==> src/rtl/pcounter_arb.sv <==
// Round-robin arbiter/sequencer sharing one pcounter (data_in + 1) datapath among NUM_REQ requesters.
// Optional build macro PCOUNTER_ARB_PRIO_EN: requester 0 gets fixed top priority, 1..NUM_REQ-1 round-robin.
module pcounter_arb #(
  parameter int NUM_REQ = 4,
  parameter int DW      = 40,
  parameter int IDW     = $clog2(NUM_REQ)
) (
  input  logic                  clk,
  input  logic                  rst,
  input  logic [NUM_REQ-1:0]    req_valid,
  input  logic [NUM_REQ*DW-1:0] req_data,
  output logic [NUM_REQ-1:0]    req_ready,
  output logic                  rsp_valid,
  input  logic                  rsp_ready,
  output logic [IDW-1:0]        rsp_id,
  output logic [DW-1:0]         rsp_data,
  output logic [DW-1:0]         dp_data_in,
  input  logic [DW-1:0]         dp_data_out,
  output logic                  busy,
  output logic [1:0]            dbg_state
);

  // Handshakes: a transfer happens on a rising edge where valid and ready are both high;
  // valid never waits on ready, and rsp_* stay stable while rsp_valid is high and rsp_ready low.

  typedef enum logic [1:0] {
    IDLE  = 2'd0,
    ISSUE = 2'd1,
    RESP  = 2'd2
  } state_t;

  state_t             state, state_nx;
  logic [IDW-1:0]     ptr, ptr_nx, id_q;
  logic [IDW-1:0]     win_idx;
  logic               win_found;
  logic [NUM_REQ-1:0] cand;
  logic [IDW:0]       sum;
  logic [DW-1:0]      win_data;

  // Scan from ptr upward with wrap; the extra sum bit keeps non-power-of-two NUM_REQ correct.
  always_comb begin
    cand      = req_valid;
    win_found = 1'b0;
    win_idx   = '0;
    sum       = '0;
`ifdef PCOUNTER_ARB_PRIO_EN
    cand[0]   = 1'b0;
`endif
    for (int k = 0; k < NUM_REQ; k++) begin
      sum = {1'b0, ptr} + (IDW+1)'(k);
      if (sum >= (IDW+1)'(NUM_REQ)) sum = sum - (IDW+1)'(NUM_REQ);
      if (!win_found && cand[sum[IDW-1:0]]) begin
        win_found = 1'b1;
        win_idx   = sum[IDW-1:0];
      end
    end
`ifdef PCOUNTER_ARB_PRIO_EN
    if (req_valid[0]) begin
      win_found = 1'b1;
      win_idx   = '0;
    end
`endif
  end

  always_comb begin
    win_data = '0;
    for (int i = 0; i < NUM_REQ; i++) begin
      if (win_idx == IDW'(i)) win_data = req_data[i*DW +: DW];
    end
  end

  always_comb begin
    if (id_q == IDW'(NUM_REQ-1)) ptr_nx = '0;
    else                         ptr_nx = id_q + IDW'(1);
`ifdef PCOUNTER_ARB_PRIO_EN
    if (id_q == '0) ptr_nx = ptr;
`endif
  end

  always_comb begin
    state_nx  = state;
    req_ready = '0;
    unique case (state)
      IDLE: begin
        if (win_found) begin
          state_nx  = ISSUE;
          req_ready = NUM_REQ'(1) << win_idx;
        end
      end
      ISSUE:   state_nx = RESP;
      RESP:    if (rsp_ready) state_nx = IDLE;
      default: state_nx = IDLE;
    endcase
    if (rst) req_ready = '0;
  end

  always_ff @(posedge clk) begin
    if (rst) begin
      state      <= IDLE;
      ptr        <= '0;
      id_q       <= '0;
      dp_data_in <= '0;
      rsp_data   <= '0;
      rsp_id     <= '0;
    end else begin
      state <= state_nx;
      if (state == IDLE && win_found) begin
        dp_data_in <= win_data;
        id_q       <= win_idx;
      end
      // pcounter samples dp_data_in on the falling edge of ISSUE, so its output is settled here.
      if (state == ISSUE) begin
        rsp_data <= dp_data_out;
        rsp_id   <= id_q;
      end
      if (state == RESP && rsp_ready) ptr <= ptr_nx;
    end
  end

  assign rsp_valid = (state == RESP);
  assign busy      = (state != IDLE);
  assign dbg_state = state;

endmodule

==> config.mk <==
export PLATFORM = sky130hd
export DESIGN_NAME = pcounter_arb
export DESIGN_NICKNAME = d
export VERILOG_FILES = /design/src/rtl/pcounter_arb.sv
export SDC_FILE = /design/constraint.sdc
export NUM_CORES = 1
export LEC_CHECK = 0
export ABC_AREA = 1
export ABC_CLOCK_PERIOD_IN_PS = 1700
export BUFFER_PORTS_ARGS = -buffer_cell sky130_fd_sc_hd__buf_2
export CORE_AREA = 2 2 115 117
export CTS_CLUSTER_DIAMETER = 100
export DETAILED_ROUTE_END_ITERATION = 12
export DIE_AREA = 0 0 117 119
export GPL_TIMING_DRIVEN = 0
export PLACE_DENSITY = 0.78
export SYNTH_ARGS = -nofsm -noshare
export SYNTH_HDL_FRONTEND = slang
export SYNTH_SLANG_ARGS = --single-unit
==> constraint.sdc <==
create_clock -name clk -period 1.7 [get_ports clk]
set_input_delay 0.17 -clock clk [delete_from_list [all_inputs] [get_ports clk]]
set_output_delay 0.17 -clock clk [all_outputs]
set_load 0.005 [all_outputs]
==> Word-level counts from Yosys, hierarchy flattened <==
Cells that the tools add are included.
{ "totals": {"input_bits": 207, "wordCells": 74, "register_bits": 88} }
{ "op_classes": {"muxes": 31, "n_addsub": 8, "magnitude_cmp": 8, "shift": 1, "n_reduce_logical": 12, "n_eq_ne": 8} }
{ "op_table": {"columns": ["operator", "count"], "rows": [
  ["two-way mux 40 bit", 4],
  ["two-way mux 2 bit", 11],
  ["< comparator 2 x 3 -> 1 bit, second input constant", 4],
  ["two-way mux 4 bit", 3],
  [">= comparator 3 bit, second input constant", 3],
  ["binary-select mux 1 bit (select 2 bit)", 4],
  ["equality test 2 bit, second input constant", 4],
  ["two-way mux 1 bit", 8],
  ["subtractor 2 x 1 -> 2 bit, second input constant", 4],
  ["adder 2 x 2 -> 3 bit, second input constant", 2],
  ["one-hot mux 2 bit (3 select lines)", 1],
  ["logical AND 1 bit", 5],
  ["equality test 2 x 1 -> 1 bit, second input constant", 2],
  ["logical NOT 2 bit", 2],
  ["<< shifter 1 x 2 -> 4 bit, first input constant", 1],
  ["adder 2 x 1 -> 3 bit, second input constant", 1],
  [">= comparator 2 x 3 -> 1 bit, second input constant", 1],
  ["logical NOT 1 bit", 3],
  ["adder 2 x 1 -> 2 bit, second input constant", 1],
  ["!= test 2 x 1 -> 1 bit, second input constant", 1],
  ["!= test 2 bit, second input constant", 1],
  ["AND reduction 2 bit", 1],
  ["nonzero test 2 bit", 1]
]} }

==> Depth between registers and ports, before layout <==
Gate-level depths: netlist of the first run.
{ "depth": {"depth_word": 19, "depth_mapped": 17} }

==> Worst setup path after synthesis of the first run <==
Ideal clock, no wire load.
{ "synth_path": {"path_kind": "reg-to-reg", "from": "register ptr[0]", "to": "register dp_data_in[20]", "t_arrival_ps": 1668, "path_stages_with_launch": 16, "path_buffers": 2, "synth_period_minus_slack_ps": 1803, "setup_slack_ps": -103, "path_cell_list": "dfxtp_1 buf_6 nand2_2 nand3_2 nand2_2 nor2_4 nand3_2 nand3_1 nand2_2 inv_2 nand2_4 buf_4 nor2_1 nor2_1 nand2_1 a21oi_2"} }
{ "synth_between": {"elab_chain_cells": 19, "elab_cells_between_ends": 46, "cone_classes": "add/sub: 7; order compare: 4; eq/ne: 3; mux: 24; reduce/logical: 8"} }
{ "synth_rtl": {"columns": ["item", "line", "text"], "rows": [
  ["start, declared", "33", "logic [IDW-1:0] ptr, ptr_nx, id_q;"],
  ["start signal, assigned", "116", "if (state == RESP && rsp_ready) ptr <= ptr_nx;"],
  ["branches (longest 19 deep; another with adder 2 x 1 -> 3 bit)", null, null],
  ["end signal, assigned", "108", "dp_data_in <= win_data;"],
  ["end, declared", "17", "output logic [DW-1:0] dp_data_in,"]
]} }
Several ways; the timed one is not identified. The select of a mux whose other input is x is not followed.
A chain may end at the register's enable or synchronous reset.

==> Final worst setup path of the first run <==
{ "layout_path": {"from": "register ptr[0]", "to": "output port req_ready[2]"} }
{ "layout_between": {"elab_chain_cells": 18, "elab_cells_between_ends": 41, "cone_classes": "add/sub: 7; order compare: 4; shift: 1; mux: 23; reduce/logical: 6"} }
{ "layout_rtl": {"columns": ["item", "line", "text"], "rows": [
  ["branches (longest 15 deep; another with adder 2 x 1 -> 3 bit)", null, null],
  ["two-way mux 4 bit *", "85", "if (win_found) begin"],
  ["two-way mux 4 bit *", "83", "unique case (state)"],
  ["two-way mux 4 bit *", "94", "if (rst) req_ready = '0;"],
  ["end, declared", "12", "output logic [NUM_REQ-1:0] req_ready,"]
]} }
Every way passes the cells marked *. The select of a mux whose other input is x is not followed.

==> Flow_metrics.wiki, run 1 <==
{| class="wikitable"
! Metric !! Value
|-
| Run status || complete, but fails checks
|-
| Failing checks || negative setup slack
|-
| Maximum count of clock buffers along a single path || 2
|-
| Die W || 117 um
|-
| Parity-gate share of the synthesized area counting xor and xnor cells || 0%
|-
| Total CTS buffers || 9
|-
| Portion of the post-synthesis area used by sequential elements || 38.55%
|-
| Maximum fanout count along the critical path || 6
|-
| Largest net degree at the start of global routing || 17
|-
| Critical path required time || 1.53 ns
|-
| Register-to-register setup slack || -0.48 ns
|-
| Routed wirelength normalized by instance count || 13.90 um
|-
| Static leakage || 3.814 nW
|-
| Overall routing resource usage || 23.07%
|-
| Vias || 5958
|-
| Met1 demand-to-capacity share in global routing || 26.23%
|-
| Worst-margin pin slew || 0.5726 ns
|-
| Remaining number of nets flagged by the antenna check after routing || 0
|-
| Top cell type's share of synthesized area || 38.55%
|-
| Gpl congestion || 0.8806
|-
| Total core area || 12870 um^2
|-
| Final core utilization || 56.35%
|-
| Ratio of cells with drive above 1 in the final layout || 42.87%
|-
| Syn avg cell area || 6.373 um^2
|-
| Worst skew pair latency || 0.34 ns
|-
| Area of the mapped netlist || 4569 um^2
|-
| Aggregate global routing overflow || 0
|-
| Initial core utilization || 35.49%
|-
| Layout filler cell count || 1290
|-
| Area Growth Syn to Fin || 58.76%
|-
| Library cell occupying the most area in the post-synthesis netlist || dfxtp_1
|-
| Total power divided by cell area || 1130 nW/um^2
|-
| Mux share of post-synthesis cell area || 0%
|-
| Clock tree sinks || 88
|-
| Basic-gate share of the synthesized area counting and, or, nand and nor cells || 42.69%
|-
| Ports placed on the boundary || 297
|-
| Tcrit/Tclk final || 133.1%
|-
| CP Launch Type || register
|-
| Largest family of logic cells by synthesized area || simple AND/OR/NAND/NOR gates
|-
| Top area cells in the synthesized netlist || dfxtp_1, nand2_1, nor2_1
|-
| Worst slack at placement || -0.4540 ns
|-
| CP Launch Point || ptr[0]
|-
| Adder-cell area share of the yosys netlist || 0.2738%
|-
| Setup repair after global routing missed its margin || yes
|-
| Hold Fails Final Rpt || 0
|-
| Standard-cell rows || 42
|-
| Overall routed net length || 17170 um
|-
| DRC violations left || 0
|-
| Number of search-and-repair iterations in the first detailed-routing pass || 5
|-
| PnR worst setup slack || -0.5634 ns
|-
| Number of endpoints failing setup at the final stage || 46
|-
| Met2 demand-to-capacity share in global routing || 41.65%
|-
| Number of diodes added for antenna fixing || 0
|-
| Worst min-delay path class || input port to register
|-
| Arrival time of the worst setup path || 2.09 ns
|-
| Critical path capture point type || output pin
|-
| Number of instances in the synthesized netlist || 717
|-
| Highest-utilization routing layer at the global route stage || met2
|-
| Placed wire-length estimate after detailed placement || 12700 um
|-
| Highest ir drop seen on vdd || 0.0005339 V
|-
| Via count of the first global-routing pass || 5536
|-
| Post-DR vias/cell || 4.824
|-
| Number of cells after detailed placement || 1188
|-
| Critical path capture point || req_ready[2]
|-
| R2R cell count || 19
|-
| Worst reg2reg path startpoint || ptr[0]
|-
| Final setup skew || 0.01203 ns
|-
| Post-synth net total || 925
|-
| Global routing usage on met3 || 4.326%
|-
| H-Tree Depth || 3
|-
| Number of warnings printed during yosys synthesis || 0
|-
| Post-layout power || 8.196 mW
|-
| Post-synthesis compound-gate area fraction || 11.09%
|-
| Die span in y || 119 um
|-
| Startpoint-to-endpoint class of the critical path || register to output pin
|-
| Root Buffer Master || clkbuf_16
|-
| Total count of max-transition violations in the final report || 0
|-
| Global-route wire length before repair || 25720 um
|-
| Worst slew margin relative to its limit || 61.83%
|-
| Min cycle time layout || 2.263 ns
|-
| Layout net count || 1262
|-
| Reg clk slew, reported paths || 0.07 ns
|-
| Reg-to-reg critical path endpoint || dp_data_in[26]
|-
| TNS Setup || -19.70 ns
|-
| Count of distinct cell types in the synthesized netlist || 29
|-
| Area of the die || 13920 um^2
|-
| Max_cap viols || 0
|-
| Port Buffer Count || 295
|-
| Post-Layout Cell Count || 1235
|-
| Detailed router's first-iteration violation count || 240
|-
| FF+latch count, synth || 88
|-
| Fmax || 0.4418 GHz
|-
| Antenna violations before repair || 0
|-
| Clock tree from TritonCTS || done
|}
layer usage:
metal / vias up / wire length (um)
met5: - / 0
met4: 0 / 439
met3: 36 / 1136
met2: 269 / 8538
met1: 2681 / 7057
li1: 2972 / -
cell families (layout without fill, tap and decap cells):
family,after synthesis,count (layout)
DFF,88,88
AOI/OAI and AO/OA,98,98
adders and majority gates,1,1
and+or+nand+nor,463,463
buffers and inverters,67,409
repair_timing:
item | 4_1_cts | 5_1_grt
gates resized for setup | 50 | 64
setup buffers | 19 | 8
endpoints found under the setup margin | 89 | 86
hold buffers | 0 | 0
gates cloned | 1 | 3
pin swaps | 22 | 24
metrics by stage:
step                      area [um^2]  hold slack, ns
after floorplan                  4619          0.3049
after global placement           6316          0.3909
after detailed placement         6316          0.3962
after CTS                        6934         0.03590
after global routing             7254         0.04451
final                            7254         0.04358
area by class of cell:
| class | instances | area [um^2] | share of cell area [%] |
|---|---|---|---|
| flip-flops and latches | 88 | 1764 | 24.32 |
| well taps | 176 | 220.2 | 3.036 |
| inverters | 21 | 105.1 | 1.449 |
| plain buffers | 46 | 371.6 | 5.122 |
| clock buffers | 9 | 225.2 | 3.105 |
| repair inverters | 1 | 6.256 | 0.08624 |
| multi-input cells | 562 | 2690 | 37.08 |
| clock inverters | 7 | 102.6 | 1.414 |
| repair buffers | 325 | 1769 | 24.39 |
cell usage after synthesis:
| cell | number |
|---|---|
| nand2_1 | 191 |
| nor2_1 | 173 |
| dfxtp_1 | 88 |
| o21ai_0 | 76 |
| nand3_1 | 67 |
| clkbuf_1 | 22 |
| a21oi_1 | 16 |
| inv_1 | 14 |
| nand4_1 | 11 |
| buf_2 | 9 |
| nand2_2 | 9 |
| buf_4 | 5 |
| buf_6 | 5 |
| a21oi_2 | 4 |
| buf_1 | 4 |
| inv_2 | 4 |
| nand2_4 | 3 |
| nand3_2 | 3 |
| nor2_4 | 2 |
| nor3_1 | 2 |
| a31oi_1 | 1 |
| buf_8 | 1 |
| clkinv_1 | 1 |
| ha_1 | 1 |
| inv_4 | 1 |
| inv_6 | 1 |
| nand3b_1 | 1 |
| nor2_8 | 1 |
| o21ai_1 | 1 |
critical path, cell delays in order, from the launching register on:
cell     delay (ns)
dfxtp_2        0.34
buf_6          0.13
buf_6          0.13
nand2_2        0.04
nand2_1        0.07
nand2_1        0.05
nand2_1        0.08
nor2_1         0.05
nor2_1         0.12
nand2_2        0.07
nand2_4        0.11
inv_6          0.05
buf_8          0.11
buf_8          0.11
nor3_4         0.15
buf_2          0.13
worst min-delay path by stage:
| stage | from | end | slack [ns] | cells after the start |
|---|---|---|---|---|
| 4_1_cts | dp_data_out[21] | rsp_data[21] | 0.04 | 3 |
| 3_5_place_dp | dp_data_out[21] | rsp_data[21] | 0.40 | 3 |
| 6_report | dp_data_out[21] | rsp_data[21] | 0.04 | 3 |
| 5_1_grt | dp_data_out[21] | rsp_data[21] | 0.04 | 3 |
| 3_3_place_gp | dp_data_out[13] | rsp_data[13] | 0.39 | 3 |
| 2_1_floorplan | dp_data_out[0] | rsp_data[0] | 0.30 | 2 |
where the power goes:
part | internal, mW | switching [mW] | leakage (nW) | total (mW)
Sequential | 2.44 | 0.184 | 0.729 | 2.62
Clock | 1.31 | 0.886 | 0.155 | 2.19
Combinational | 1.51 | 1.88 | 2.93 | 3.38
Total | 5.25 | 2.95 | 3.81 | 8.20
state kept, by name (all words and copies together) (netlist names):
register,count
dbg_state,2
dp_data_in,40
id_q,2
ptr,2
rsp_data,40
rsp_id,2
cells in the final DEF, fill, tap and decap left out, types with 19 or more instances in the layout:
| cell | instances |
|---|---|
| buf_2 | 295 |
| dfxtp_1 | 86 |
| nand2_1 | 167 |
| buf_4 | 26 |
| o21ai_0 | 73 |
| nand3_1 | 55 |
| clkbuf_1 | 19 |
| nor2_1 | 160 |
| nand2_2 | 30 |
(Power assumes the default switching activity.)
==> inputs of run 2 (changes only) <==
--- a/config.mk
+++ b/config.mk
@@ -7,3 +7,2 @@
 export LEC_CHECK = 0
-export ABC_AREA = 1
 export ABC_CLOCK_PERIOD_IN_PS = 1700
@@ -15,3 +14,4 @@
 export GPL_TIMING_DRIVEN = 0
-export PLACE_DENSITY = 0.78
+export PLACE_DENSITY = 0.74
+export SETUP_SLACK_MARGIN = 0.05
 export SYNTH_ARGS = -nofsm -noshare
==> constraint.sdc (replaced) <==
create_clock -name clk -period 1.7 [get_ports clk]
set_input_delay 0.425 -clock clk [delete_from_list [all_inputs] [get_ports clk]]
set_output_delay 0.425 -clock clk [all_outputs]
set_load 0.005 [all_outputs]
==> Flow_metrics.wiki, run 2 <==
{| class="wikitable"
! Metric !! Value
|-
| Run status || complete, but fails checks (unchanged)
|-
| Failing checks || negative setup slack (unchanged)
|-
| Clock tree from TritonCTS || done (unchanged)
|-
| Fmax || 0.4735 GHz (was 0.4418 GHz)
|-
| Die span in y || 119 um (unchanged)
|-
| Layout net count || 1002 (was 1262)
|-
| Maximum count of clock buffers along a single path || 2 (unchanged)
|-
| Critical path cell sequence || or4_4 > nand2_4 > buf_8 > inv_6 > nor2_4 > buf_2 (was buf_6 > buf_6 > nand2_2 > nand2_1 > nand2_1 > nand2_1 > nor2_1 > nor2_1 > nand2_2 > nand2_4 > inv_6 > buf_8 > buf_8 > nor3_4 > buf_2)
|-
| Maximum fanout count along the critical path || 4 (was 6)
|-
| Top post-synthesis cells by count || nand2_1, dfxtp_1, mux2i_1, a21oi_1, o221ai_1 (was nand2_1, nor2_1, dfxtp_1, o21ai_0, nand3_1)
|-
| Number of warnings printed during yosys synthesis || 0 (unchanged)
|-
| Layout filler cell count || 1218 (was 1290)
|-
| Portion of the post-synthesis area used by sequential elements || 43.01% (was 38.55%)
|-
| Ratio of cells with drive above 1 in the final layout || 50.31% (was 42.87%)
|-
| Total power divided by cell area || 876.0 nW/um^2 (was 1130 nW/um^2)
|-
| Top area cells in the synthesized netlist || dfxtp_1, mux2i_1, nand2_1 (was dfxtp_1, nand2_1, nor2_1)
|-
| Worst slew margin relative to its limit || 69.41% (was 61.83%)
|-
| Total core area || 12870 um^2 (unchanged)
|-
| Standard-cell rows || 42 (unchanged)
|-
| Layout Cell Area excl Fill || 6807 um^2 (was 7254 um^2)
|-
| Routed wirelength normalized by instance count || 14.90 um (was 13.90 um)
|-
| Most frequent cell after synthesis || nand2_1 (unchanged)
|-
| Post-synth net total || 661 (was 925)
|-
| Total count of max-transition violations in the final report || 0 (unchanged)
|-
| Die W || 117 um (unchanged)
|-
| Largest net degree at the start of global routing || 16 (was 17)
|-
| Tcrit/Tclk final || 124.2% (was 133.1%)
|-
| Port Buffer Count || 296 (was 295)
|-
| Top cell type's share of synthesized area || 43.01% (was 38.55%)
|-
| Overall routed net length || 14540 um (was 17170 um)
|-
| Reg clk slew, reported paths || 0.07 ns (about the same)
|-
| Top delay family on crit path || simple AND/OR/NAND/NOR gates (unchanged)
|-
| Most frequently used flop master after synthesis || dfxtp_1 (unchanged)
|-
| Cell Area, Placed || 5856 um^2 (was 6316 um^2)
|-
| TNS Setup || -9.923 ns (was -19.70 ns)
|-
| Global-route wire length before repair || 21250 um (was 25720 um)
|-
| CP peak stage delay || 0.55 ns (was 0.34 ns)
|-
| Number of hold buffers added after cts || 0 (unchanged)
|-
| Global routing usage on met3 || 5.496% (was 4.326%)
|-
| CP Launch Type || register (unchanged)
|-
| Total CTS buffers || 9 (unchanged)
|-
| Commonest cells after routing, fill and taps aside || buf_2, nand2_1, dfxtp_1 (was buf_2, nand2_1, nor2_1)
|-
| Number of search-and-repair iterations in the first detailed-routing pass || 4 (was 5)
|-
| Number of endpoints failing setup at the final stage || 44 (was 46)
|-
| Detailed router's first-iteration violation count || 141 (was 240)
|-
| Post-DR vias/cell || 4.715 (was 4.824)
|-
| Clock tree sinks || 88 (unchanged)
|-
| Syn avg cell area || 9.043 um^2 (was 6.373 um^2)
|-
| Vias || 4602 (was 5958)
|-
| Highest-utilization routing layer at the global route stage || met2 (unchanged)
|-
| FF+latch count, synth || 88 (unchanged)
|-
| Gpl congestion || 0.7960 (was 0.8806)
|-
| Number of cells after detailed placement || 925 (was 1188)
|-
| Worst min-delay path class || input port to register (unchanged)
|-
| Static leakage || 3.285 nW (was 3.814 nW)
|-
| Ports placed on the boundary || 297 (unchanged)
|-
| Area Growth Syn to Fin || 66.16% (was 58.76%)
|-
| Arrival time of the worst setup path || 1.69 ns (was 2.09 ns)
|-
| Count of distinct cell types in the synthesized netlist || 22 (was 29)
|-
| Critical path capture point type || output pin (unchanged)
|-
| Post-Layout Cell Count || 976 (was 1235)
|-
| Commonest non-fill, non-tap cell in the layout || buf_2 (unchanged)
|-
| Met1 demand-to-capacity share in global routing || 20.87% (was 26.23%)
|-
| Worst path bufs/invs || 3 (was 6)
|-
| Initial core utilization || 31.82% (was 35.49%)
|-
| Met2 demand-to-capacity share in global routing || 35.95% (was 41.65%)
|-
| Hold Fails Final Rpt || 0 (unchanged)
|-
| Max_cap viols || 0 (unchanged)
|-
| Number of flops mapped to enable cells by yosys || 0 (unchanged)
|-
| Proportion of register bits with asynchronous set or reset after synthesis || 0% (unchanged)
|-
| Overall routing resource usage || 19.66% (was 23.07%)
|-
| Registers with the most flip-flops || dp_data_in (40), rsp_data (40) (unchanged)
|-
| PnR worst setup slack || -0.4120 ns (was -0.5634 ns)
|-
| Worst skew pair latency || 0.34 ns (about the same)
|-
| Min cycle time layout || 2.112 ns (was 2.263 ns)
|-
| Number of instances in the synthesized netlist || 453 (was 717)
|-
| Worst slack at placement || -0.6688 ns (was -0.4540 ns)
|-
| Setup repair after global routing missed its margin || yes (unchanged)
|-
| DRC violations left || 0 (unchanged)
|-
| Startpoint-to-endpoint class of the critical path || register to output pin (unchanged)
|-
| Worst-margin pin slew || 0.4589 ns (was 0.5726 ns)
|-
| Max stage delay cell, worst path || or4_4 (was dfxtp_2)
|-
| Area of the die || 13920 um^2 (unchanged)
|-
| Aggregate global routing overflow || 0 (unchanged)
|-
| Antenna violations before repair || 1 (was 0)
|-
| Final setup skew || 0.008780 ns (was 0.01203 ns)
|-
| Area of the mapped netlist || 4096 um^2 (was 4569 um^2)
|-
| H-Tree Depth || 3 (unchanged)
|-
| Highest ir drop seen on vdd || 0.0005008 V (was 0.0005339 V)
|-
| Root Buffer Master || clkbuf_16 (unchanged)
|-
| Placed wire-length estimate after detailed placement || 10730 um (was 12700 um)
|-
| Remaining number of nets flagged by the antenna check after routing || 0 (unchanged)
|-
| Critical path required time || 1.27 ns (was 1.53 ns)
|-
| Via count of the first global-routing pass || 4406 (was 5536)
|-
| Final core utilization || 52.87% (was 56.35%)
|-
| Library cell occupying the most area in the post-synthesis netlist || dfxtp_1 (unchanged)
|}
==> run 2: cell types whose count changed after synthesis, sizes merged, moves of 14 or more <==
cell / before / now
nor2: 176 / 11
mux2i: 0 / 81
a21oi: 20 / 48
buf: 24 / 10
inv: 20 / 3
o21ai: 77 / 0
nand2: 203 / 128
nand3: 70 / 1
o221ai: 0 / 41
==> run 2: worst paths after layout <==
| path | start | end | slack [ns] | cells after the start |
|---|---|---|---|---|
| max | ptr[1] | req_ready[1] | -0.41 | 6 |
| min | dp_data_out[14] | rsp_data[14] | 0.31 | 3 |
| max reg2reg | ptr[1] | dp_data_in[25] | -0.28 | 8 |
| min reg2reg | rsp_id[0] | rsp_id[0] | 0.45 | 2 |
==> run 2: tightest hold or removal path, stage by stage <==
cell and delay, ns:
buf_2 0.09, nand2_1 0.04, a21oi_1 0.05
==> run 2: per-stage QoR <==
stage / power (mW) / hold slack (ns)
after floorplan: 3.111 / 0.4482
after global placement: 3.716 / 0.4387
after detailed placement: 3.736 / 0.4411
after CTS: 5.932 / 0.2979
after global routing: 6.277 / 0.3000
final: 5.963 / 0.3137
==> run 2: kinds of logic after synthesis <==
family,Yosys count,synth area share (%)
AOI/OAI and AO/OA,92,15.42
adders and majority gates,1,0.3054
DFF,88,43.01
buffers and inverters,40,6.781
muxes,81,19.79
and+or+nand+nor,151,14.69
==> run 2: metal layers <==
| layer | routed length (um) | vias to the layer above |
|---|---|---|
| li1 | - | 2292 |
| met1 | 5678 | 2097 |
| met2 | 7374 | 190 |
| met3 | 1152 | 23 |
| met4 | 336 | 0 |
| met5 | 0 | - |
==> run 2: report_power, final <==
| group | switching, mW | total [mW] | internal (mW) |
|---|---|---|---|
| logic | 0.720 | 1.59 | 0.873 |
| clock network | 0.836 | 1.99 | 1.15 |
| registers | 0.109 | 2.38 | 2.27 |
==> run 2: repair_timing <==
action | CTS | global route
endpoints found under the setup margin | 44 | 75
gates resized for setup | 27 | 55
pin swaps | 7 | 6
endpoints found under the hold margin | 0 | 0
cloned | 5 | 3
buffers inserted | 18 | 13
==> run 2: cell type report <==
type | count | area [um^2] | area share (%)
antenna | 1 | 2.502 | 0.03676
clock inverter | 5 | 62.56 | 0.9191
clock buffer | 11 | 232.7 | 3.419
timing repair buffer | 334 | 2012 | 29.56
buffer | 33 | 279.0 | 4.099
tap | 176 | 220.2 | 3.235
inverter | 3 | 16.27 | 0.2390
multi-input combinational | 325 | 2216 | 32.56
sequential | 88 | 1765 | 25.94
==> inputs of run 3 (changes only) <==
Settings changed: CELL_PAD_IN_SITES_DETAIL_PLACEMENT set to 1, CELL_PAD_IN_SITES_GLOBAL_PLACEMENT set to 1, CORE_AREA 2 2 115 117 to not set, CORE_MARGIN set to 2, CORE_UTILIZATION set to 25, DIE_AREA 0 0 117 119 to not set, PLACE_DENSITY 0.74 to 0.81.
==> Flow_metrics.wiki, run 3 (synthesis results as in run 2) <==
{| class="wikitable"
! Metric !! Value
|-
| Run status || complete, but fails checks (unchanged)
|-
| Failing checks || negative setup slack (unchanged)
|-
| Initial core utilization || 25.69% (was 31.82%)
|-
| CP Launch Point || ptr[0] (was ptr[1])
|-
| Static leakage || 3.290 nW (was 3.285 nW)
|-
| PnR worst setup slack || -0.4648 ns (was -0.4120 ns)
|-
| Remaining number of nets flagged by the antenna check after routing || 0 (unchanged)
|-
| Reg clk slew, reported paths || 0.07 ns (about the same)
|-
| Via count of the first global-routing pass || 5180 (was 4406)
|-
| DRC violations left || 0 (unchanged)
|-
| Registers with the most flip-flops || dp_data_in (40), rsp_data (40) (unchanged)
|-
| Area Growth Syn to Fin || 69.24% (was 66.16%)
|-
| Min cycle time layout || 2.165 ns (was 2.112 ns)
|-
| Commonest cells after routing, fill and taps aside || buf_2, nand2_1, dfxtp_1 (unchanged)
|-
| Routed wirelength normalized by instance count || 17.11 um (was 14.90 um)
|-
| Overall routed net length || 17360 um (was 14540 um)
|-
| Detailed router's first-iteration violation count || 81 (was 141)
|-
| Multi-input gate area || 2287 um^2 (was 2216 um^2)
|-
| Die W || 132.0 um (was 117 um)
|-
| Die span in y || 132.0 um (was 119 um)
|-
| Layout Cell Area excl Fill || 6933 um^2 (was 6807 um^2)
|-
| Tcrit/Tclk final || 127.3% (was 124.2%)
|-
| Reg power frac || 39.7% (was 40.0%)
|-
| Number of search-and-repair iterations in the first detailed-routing pass || 4 (unchanged)
|-
| Total power divided by cell area || 864.0 nW/um^2 (was 876.0 nW/um^2)
|-
| Maximum fanout count along the critical path || 4 (unchanged)
|-
| Post-DR vias/cell || 4.600 (was 4.715)
|-
| Worst slew margin relative to its limit || 59.22% (was 69.41%)
|-
| Worst-margin pin slew || 0.6117 ns (was 0.4589 ns)
|-
| Ports placed on the boundary || 297 (unchanged)
|-
| Fmax || 0.4619 GHz (was 0.4735 GHz)
|-
| Total count of max-transition violations in the final report || 0 (unchanged)
|-
| Area of the die || 17430 um^2 (was 13920 um^2)
|-
| Area occupied by registers || 1772 um^2 (was 1765 um^2)
|-
| Aggregate global routing overflow || 0 (unchanged)
|-
| Critical path capture point type || output pin (unchanged)
|-
| Vias || 4669 (was 4602)
|-
| Max_cap viols || 0 (unchanged)
|-
| Clock share of power || 32.2% (was 33.3%)
|-
| Antenna violations before repair || 1 (unchanged)
|-
| Number of hold buffers added after cts || 0 (unchanged)
|-
| Layout net count || 1001 (was 1002)
|-
| Psw || 1.778 mW (was 1.666 mW)
|-
| Clock tree sinks || 88 (unchanged)
|-
| Gpl congestion || 0.7745 (was 0.7960)
|-
| Critical path required time || 1.27 ns (about the same)
|-
| Cell Area, Placed || 5906 um^2 (was 5856 um^2)
|-
| Final setup skew || 0.005377 ns (was 0.008780 ns)
|-
| Worst min-delay path class || input port to register (unchanged)
|-
| Global-route wire length before repair || 26850 um (was 21250 um)
|-
| Worst skew pair latency || 0.34 ns (about the same)
|-
| H-Tree Depth || 3 (unchanged)
|-
| Switching Share || 29.67% (was 27.94%)
|-
| R2R cell count || 9 (was 8)
|-
| Ratio of cells with drive above 1 in the final layout || 50.75% (was 50.31%)
|-
| Worst reg2reg path startpoint || ptr[0] (was ptr[1])
|-
| Highest ir drop seen on vdd || 0.0003997 V (was 0.0005008 V)
|-
| Arrival time of the worst setup path || 1.74 ns (was 1.69 ns)
|-
| Setup repair after global routing missed its margin || yes (unchanged)
|-
| CP Launch Type || register (unchanged)
|-
| Port Buffer Count || 296 (unchanged)
|-
| Register-to-register setup slack || -0.43 ns (was -0.28 ns)
|-
| Number of endpoints failing setup at the final stage || 44 (unchanged)
|-
| Placed wire-length estimate after detailed placement || 12690 um (was 10730 um)
|-
| Total core area || 15940 um^2 (was 12870 um^2)
|-
| Largest net degree at the start of global routing || 16 (unchanged)
|-
| Startpoint-to-endpoint class of the critical path || register to output pin (unchanged)
|-
| Hold Fails Final Rpt || 0 (unchanged)
|-
| TNS Setup || -15.96 ns (was -9.923 ns)
|-
| Int Pwr || 4.213 mW (was 4.297 mW)
|-
| Maximum count of clock buffers along a single path || 2 (unchanged)
|-
| Overall routing resource usage || 19.30% (was 19.66%)
|-
| Total CTS buffers || 9 (unchanged)
|-
| Layout filler cell count || 1929 (was 1218)
|-
| Reg-to-reg critical path endpoint || dp_data_in[26] (was dp_data_in[25])
|-
| Clock tree from TritonCTS || done (unchanged)
|-
| Standard-cell rows || 46 (was 42)
|-
| Combinational power share || 28.1% (was 26.7%)
|-
| Root Buffer Master || clkbuf_16 (unchanged)
|-
| Commonest non-fill, non-tap cell in the layout || buf_2 (unchanged)
|-
| Critical path capture point || req_ready[1] (unchanged)
|}
[run 3: cell types whose count changed in the layout (fill, tap and decap cells not counted), moves of 3 or more]
cell,previous run,this run
mux2i_1,72,68
nor2_2,3,0
mux2i_4,3,7
buf_12,10,13
clkbuf_2,16,12
clkbuf_16,14,11
clkbuf_1,10,14
[run 3: worst min-delay path by stage]
stage	cells past startpoint	slack (ns)	start	endpoint
global placement	2	0.44	dp_data_in[21]	dp_data_in[21]
global route	3	0.32	dp_data_out[21]	rsp_data[21]
CTS	3	0.29	dp_data_out[35]	rsp_data[35]
detailed placement	2	0.44	rsp_data[9]	rsp_data[9]
floorplan	2	0.45	id_q[1]	rsp_id[1]
finish	3	0.31	dp_data_out[35]	rsp_data[35]
[run 3: repair_timing]
| item | in CTS | in global routing |
|---|---|---|
| endpoints found under the hold margin | 0 | 0 |
| cloned | 8 | 1 |
| setup buffers | 19 | 7 |
| endpoints found under the setup margin | 45 | 85 |
| gates resized for setup | 49 | 39 |
| pin swaps | 10 | 6 |
[run 3: power by group through the flow]
stage / Clock [mW] / Combinational [mW] / Sequential (mW)
floorplan: 0 / 0.672 / 2.44
global placement: 0 / 1.33 / 2.41
detailed placement: 0 / 1.36 / 2.42
CTS: 2.00 / 1.62 / 2.38
global route: 2.07 / 1.84 / 2.41
finish: 1.93 / 1.68 / 2.38
[run 3: area by class of cell]
| type | count | area share (%) |
|---|---|---|
| clock inverters | 5 | 0.5414 |
| well taps | 216 | 3.898 |
| inverters | 3 | 0.2346 |
| clock buffers | 11 | 3.501 |
| diodes | 1 | 0.03609 |
| multi-input cells | 325 | 32.99 |
| repair buffers | 329 | 28.33 |
| flip-flops and latches | 88 | 25.55 |
| plain buffers | 37 | 4.909 |
[run 3: per-layer routing]
metal	vias up	routed length, um	global-route usage, %	share of wire, %
met3	20	1460	6.728	8.4
met2	194	9023	36.11	52
met1	2167	6599	20.15	38
met4	0	280	5.978	1.6
li1	2288	-	-	-
met5	-	0	0	0
[run 3: stage by stage]
| stage | hold slack [ns] | cells | power (mW) | util (%) | setup WS, ns |
|---|---|---|---|---|---|
| 2_1_floorplan | 0.4482 | 453 | 3.111 | - | -0.1388 |
| 3_3_place_gp | 0.4375 | 965 | 3.742 | 37.04 | -0.7337 |
| 3_5_place_dp | 0.4439 | 965 | 3.783 | 37.04 | -0.8118 |
| 4_1_cts | 0.2949 | 1008 | 5.993 | 42.29 | -0.4704 |
| 5_1_grt | 0.3151 | 1015 | 6.318 | 43.49 | -0.5290 |
| 6_report | 0.3121 | 1015 | 5.990 | 43.49 | -0.4648 |
[run 3: worst max-delay path: stages (launching register included)]
cell and delay (ns):
dfxtp_4 0.37, nor2b_4 0.04, or4_4 0.57, nand2_8 0.09, buf_12 0.12, inv_6 0.04
nor2_4 0.07, buf_6 0.10
